[src/rtl/lod_expand_pkg.sv]
// Shared definitions for the leading-one normalize/expand pair.
// Holds the default magnitude width, the derived position width and the
// FSM state encoding, so both sides of the log-domain path agree.
package lod_expand_pkg;

   localparam int unsigned LE_N  = 16;
   localparam int unsigned LE_KW = $clog2(LE_N);

   typedef enum logic [1:0] {
      IDLE  = 2'd0,
      SHIFT = 2'd1,
      DONE  = 2'd2
   } le_state_e;

endpackage

[src/rtl/lod_expand.sv]
// Serial leading-one expander: rebuilds {1'b1, frac} >> (N-1-k), one bit
// shift per cycle, as the inverse of the leading-one normalize step.
//
// Ports:
//   clk, rst          clock, asynchronous active-high reset
//   in_valid/in_ready request handshake (ready only while idle)
//   in_k              bit index of the leading one (0 = LSB)
//   in_frac           bits below the leading one, MSB-aligned
//   in_zero           magnitude is zero; in_k/in_frac ignored
//   out_valid/ready   result handshake
//   out_data          reconstructed unsigned magnitude (truncated)
module lod_expand
   import lod_expand_pkg::*;
#(
   parameter int unsigned N  = LE_N,
   parameter int unsigned KW = $clog2(N)
) (
   input  logic          clk,
   input  logic          rst,
   input  logic          in_valid,
   output logic          in_ready,
   input  logic [KW-1:0] in_k,
   input  logic [N-2:0]  in_frac,
   input  logic          in_zero,
   output logic          out_valid,
   input  logic          out_ready,
   output logic [N-1:0]  out_data
);

   le_state_e     state_q, state_d;
   logic [N-1:0]  sreg_q, sreg_d;
   logic [KW-1:0] cnt_q, cnt_d;
   logic          out_valid_q;
   logic          in_ready_q;
   logic [KW-1:0] k_eff;
   logic [KW-1:0] cnt_load;

   // Clamp k to N-1 (only reachable when N is not a power of two).
   always_comb begin
      k_eff    = (in_k > KW'(N-1)) ? KW'(N-1) : in_k;
      cnt_load = in_zero ? '0 : (KW'(N-1) - k_eff);
   end

   // Next-state, shifter and counter.
   always_comb begin
      state_d = state_q;
      sreg_d  = sreg_q;
      cnt_d   = cnt_q;
      unique case (state_q)
         IDLE: begin
            if (in_valid && in_ready_q) begin
               sreg_d  = in_zero ? '0 : {1'b1, in_frac};
               cnt_d   = cnt_load;
               state_d = (cnt_load == '0) ? DONE : SHIFT;
            end
         end
         SHIFT: begin
            // Zero-fill truncation: bits leaving the LSB are dropped.
            sreg_d = sreg_q >> 1;
            cnt_d  = cnt_q - KW'(1);
            if (cnt_q == KW'(1)) begin
               state_d = DONE;
            end
         end
         DONE: begin
            if (out_ready) begin
               state_d = IDLE;
            end
         end
         default: begin
            state_d = IDLE;
         end
      endcase
   end

   // State and output registers; handshake flags decoded from next state.
   always_ff @(posedge clk or posedge rst) begin
      if (rst) begin
         state_q     <= IDLE;
         sreg_q      <= '0;
         cnt_q       <= '0;
         out_valid_q <= 1'b0;
         in_ready_q  <= 1'b1;
      end else begin
         state_q     <= state_d;
         sreg_q      <= sreg_d;
         cnt_q       <= cnt_d;
         out_valid_q <= (state_d == DONE);
         in_ready_q  <= (state_d == IDLE);
      end
   end

   assign out_valid = out_valid_q;
   assign in_ready  = in_ready_q;
   assign out_data  = sreg_q;

endmodule

[config.mk]
export PLATFORM = sky130hd
export DESIGN_NAME = lod_expand
export DESIGN_NICKNAME = d
export VERILOG_FILES = /design/src/rtl/lod_expand_pkg.sv /design/src/rtl/lod_expand.sv
export SDC_FILE = /design/constraint.sdc
export NUM_CORES = 1
export LEC_CHECK = 0
export ABC_AREA = 1
export CORE_ASPECT_RATIO = 0.6
export CORE_MARGIN = 1.5
export CORE_UTILIZATION = 40
export CTS_CLUSTER_DIAMETER = 100
export DETAILED_ROUTE_END_ITERATION = 6
export PLACE_DENSITY = 0.76
export SETUP_SLACK_MARGIN = 0.15
export SYNTH_ARGS = -nofsm -noshare
export SYNTH_HDL_FRONTEND = slang
export SYNTH_SLANG_ARGS = --single-unit
[constraint.sdc]
create_clock -name clk -period 1.2 [get_ports clk]
set_input_delay 0.24 -clock clk [delete_from_list [all_inputs] [get_ports clk]]
set_output_delay 0.24 -clock clk [all_outputs]
set_load 0.05 [all_outputs]
After elaboration in Yosys (flattened, before gate mapping) --
Index checks and enable logic that the tools add are counted.
Storage, ports and cells: flip-flop bits (word level) 24, input port bits 24, memories kept 0, RAM bits 0, word-level logic and storage cells 31, bits in latches 0, ROM bits 0, output and inout bits 18
Operators by class: eq/ne operators 5, shifts and indexed selects 0, multiply operators 0, reduce and logical (&&, ||, !) cells 6, add/sub/neg operators 2, bitwise operators 0, multiplexer cells 12, magnitude comparators 1, divide/modulo/power cells 0
Operators by type and width (number):
- $mux 16 | 2
- $pmux 16 s2 | 1
- $mux 4 | 3
- $mux 2 | 4
- $pmux 4 s2 | 1
- $pmux 2 s3 | 1
- $eq 2x2->1 const B | 2
- $eq 4x1->1 const B | 1
- $gt 4x4->1 const B | 1
- $logic_not 2->1 | 2
- $logic_not 4->1 | 1
- $sub 4x1->4 const B | 1
- $sub 4x4->4 const A | 1
- $eq 2x1->1 const B | 1
- $ne 2x2->1 const B | 1
- $reduce_and 2->1 | 1
- $reduce_bool 2->1 | 1
- $logic_and 1x1->1 | 1

Logic depth before layout (Yosys ltp) --
word-level depth 9, mapped depth 7, mapped depth without buffers 7

Worst setup path after synthesis --
OpenSTA, ideal clock, no wires.
kind flip-flop to flip-flop, start point register in_ready_q, in the netlist in_ready, end point register sreg_q[3], in the netlist out_data[3], period minus slack after synthesis 1.391 ns, arrival 1.322 ns, data required time 1.131 ns, path buffers 1, slack -0.191 ns, stages on the path, launching flop included 8, library setup time 0.069 ns, cell sequence dfstp_2 nand2_1 inv_1 nand2_4 nor2_8 buf_12 nand2_1 nand3_1
Between the ends: word-level cells in the longest chain between the ends 3
Ends and longest elaborated chain:
- start: declaration | line lod_expand.sv:34 | logic in_ready_q;
- start signal: assignment | line lod_expand.sv:89 | in_ready_q <= (state_d == IDLE);
- $logic_and 1x1->1 | line lod_expand.sv:51 | if (in_valid && in_ready_q) begin
- $ne 2x2->1 (no line)
- $reduce_and 2->1 (no line)
- end signal: assignment | line lod_expand.sv:86 | sreg_q <= sreg_d;
- end: declaration | line lod_expand.sv:31 | logic [N-1:0] sreg_q, sreg_d;
No other way between the ends. A chain may end at the register's enable or synchronous reset.

Final worst setup path --
start point register in_ready_q, in the netlist in_ready, end point output in_ready
RTL lines:
- end: declaration | line lod_expand.sv:21 | output logic in_ready,
No word-level cell between the ends.

==> impl_metrics.py <==
metrics = {
    "clock_network": {
        "cts_buffer_depth": 2,
        "clock-sinks": 24,
        "clk_pin_slew_ps": 80,
        "cts_tree": "yes",
        "h-tree-depth": 1,
        "insertion_delay_ps": 270,
        "root_buffer": "clkbuf_8",
        "cts_made_buffers": 3,
        "ctsHoldBuffers": 0,
    },
    "timing": {
        "drv_slew": 0,
        "timing.final.ws_setup_ps": -155,
        "rsz0062_at_grt": "true",
        "max_freq_ghz": 0.738,
        "tightest_slew_ps": 272,
        "period_share_pct": 113,
        "hold_viol": 0,
        "post-route-min-period_ps": 1350,
        "setup_viol": 23,
        "fin_skew_ps": 6.23,
        "maxSlewHeadroom_pct": 81.8,
    },
    "pwr": {
        "seq_power_share_pct": 24.6,
        "powerDensity_mw_per_mm2": 2490,
        "power.share.combinational_pct": 66.1,
        "netSwitchingPower_mw": 2.67,
        "vdd_drop_max_mv": 1.68,
        "swShare_pct": 44.8,
        "leakagePower_nw": 1.18,
        "p_int_mw": 3.30,
        "clkPwrFrac_pct": 9.2,
    },
    "critical_path": {
        "critPathKind": "flop to primary output",
        "cp_max_fo": 3,
        "end_kind": "primary output",
        "worst_setup_path_start_kind": "flop",
        "reg2reg_from": "in_ready",
        "r2r-end": "in_ready",
        "arrival_ps": 1110,
        "r2r_cells": 8,
        "required_ps": 960,
        "r2r_setup_slack_ps": -130,
    },
    "routing": {
        "route.detailed.drc": 0,
        "avgRoutedWirePerCell_um": 15.5,
        "vias": 1406,
        "wl_mm": 4.25,
        "viasPerCell": 5.13,
        "ant_nets": 0,
        "drtIter0Drc": 50,
        "dr.pass1.iters": 4,
    },
    "yosys": {
        "yosysTopAreaCell": "dfrtp_1",
        "synthAdderAreaFrac_pct": 1.98,
        "synth_flop_cell": "dfrtp_1",
        "async_flop_share_pct": 100,
        "synth_edf_count": 0,
        "synth-simple-area-share_pct": 40.6,
        "synth_top_family_by_area": "simple AND/OR/NAND/NOR gates",
        "yosysWarnings": 0,
        "synth_compound_area_share_pct": 1.19,
        "netlist.area_leader.share_pct": 45.5,
        "yosysSeqAreaShare_pct": 47.6,
        "synthXorXnorAreaFrac_pct": 0.693,
        "synth_seq_cells": 24,
        "synthMuxAreaShare_pct": 0,
        "syn_area_mm2": 0.00126,
        "synthCells": 156,
        "synth_area_leaders": "dfrtp_1 (46%), nand3_1 (15%), nand2_1 (15%)",
        "synth.avg_cell_area_um2": 8.10,
        "ys_types": 19,
        "syn_nets": 182,
    },
    "place": {
        "dpl_cell_area_mm2": 0.00200,
        "dp_hpwl_mm": 2.61,
        "port_buffers": 41,
        "preCtsSetupSlack_ps": -236,
        "gp_congestion": 0.852,
        "place_inst": 245,
    },
    "die": {
        "dieHeight_um": 46.5,
        "row_count": 15,
        "die_area_mm2": 0.00352,
        "die_w_um": 75.6,
        "initial_core_util_pct": 42.9,
        "boundaryPins": 42,
        "coreArea_mm2": 0.00295,
    },
    "layout": {
        "fill_cells": 178,
        "nets": 259,
        "area_delta_synth_final_pct": 89.6,
        "design_area_mm2": 0.00240,
        "layout_commonest_cell": "nand2_1",
        "layout_common_cells": "nand2_1 (41), nand3_1 (25), buf_4 (25), clkdlybuf4s50_1 (23), dfrtp_1 (22)",
        "seqCellArea_um2": 607,
        "antennaDiodeCount": 0,
        "multi_input_area_um2": 713,
        "layout-drive-gt1-share_pct": 43.5,
        "fin_cells": 274,
    },
    "hold_path": {
        "hp-class": "input port to async pin",
    },
    "global_routing": {
        "grt_use_total_pct": 24.3,
        "grt_pass1_vias": 1326,
        "antenna_found_initial": 0,
        "grt_pass1_wl_mm": 6.20,
        "grt_max_degree": 25,
        "gr-total-overflow": 0,
    },
    "run": {
        "drv_cap": 0,
    },
    "status": {
        "status": "finished with violations",
        "violations": "negative setup slack",
    },
}
metal layers:
| metal | track usage (%) | share of wire (%) |
|---|---|---|
| met4 | 7.14 | 1.1 |
| met1 | 32.4 | 43 |
| met3 | 5.25 | 4.2 |
| met5 | 0 | 0 |
| met2 | 40.0 | 52 |
power by group through the flow:
stage | Clock, mW | Combinational (mW) | Sequential [mW]
after floorplan | 0 | 1.10 | 2.04
after global routing | 0.603 | 4.17 | 1.50
final | 0.551 | 3.95 | 1.47
after detailed placement | 0 | 3.16 | 1.49
after CTS | 0.564 | 3.53 | 1.46
after global placement | 0 | 3.06 | 1.48
critical path, cell delays in order (launching register included):
cell and delay (ps):
dfstp_4 630, buf_6 100, buf_12 120
cell type report:
class / count / share of cell area, %
clock buffers: 4 / 2.30
inverters: 13 / 2.04
multi-input cells: 116 / 29.8
flip-flops and latches: 24 / 25.3
well taps: 42 / 2.19
repair buffers: 75 / 38.4
cell usage after synthesis, types with 2 or more instances:
cell type  number
inv_1          10
nand3_2         4
o21ai_0         3
nand2_2         4
buf_2           4
nor2_2          2
nand3_1        37
inv_2           3
nor2_1          8
dfrtp_1        23
ha_1            2
nand2_1        49
sequential cells by signal, indices dropped and copies added (netlist names):
| name | cells |
|---|---|
| out_valid | 1 |
| cnt_q | 4 |
| out_data | 16 |
| in_ready | 1 |
| state_q | 2 |
cell families (layout without fill, tap and decap cells):
logic type,Yosys count,after routing
DFF,24,24
AOI/OAI and AO/OA,3,3
adders and majority gates,2,2
buffers and inverters,19,92
and+or+nand+nor,107,110
xor gates and xnor gates,1,1
how the worst max path moves through the flow:
stage | from | end | slack (ps) | cells past startpoint
after floorplan | in_ready | out_data[3] | -160 | 7
final | in_ready | in_ready | -150 | 2
after detailed placement | in_valid | cnt_q[3] | -240 | 7
after global placement | in_valid | out_data[7] | -210 | 7
after CTS | in_ready | in_ready | -160 | 2
after global routing | in_ready | in_ready | -190 | 2
through the flow:
| step | TNS, ps | utilization (%) | hold WS, ps | power (mW) |
|---|---|---|---|---|
| after floorplan | -2080 | - | 254 | 3.14 |
| after global placement | -3970 | 67.8 | 546 | 4.54 |
| after detailed placement | -4620 | 67.8 | 560 | 4.65 |
| after CTS | -1290 | 75.8 | 292 | 5.55 |
| after global routing | -3240 | 81.3 | 289 | 6.28 |
| final | -2150 | 81.3 | 289 | 5.97 |
timing repair:
action	CTS	global route
pin swaps	7	11
gates cloned	2	2
gates resized for setup	15	20
setup buffers	15	6
endpoints found under the setup margin	42	42
(Power assumes the default switching activity.)
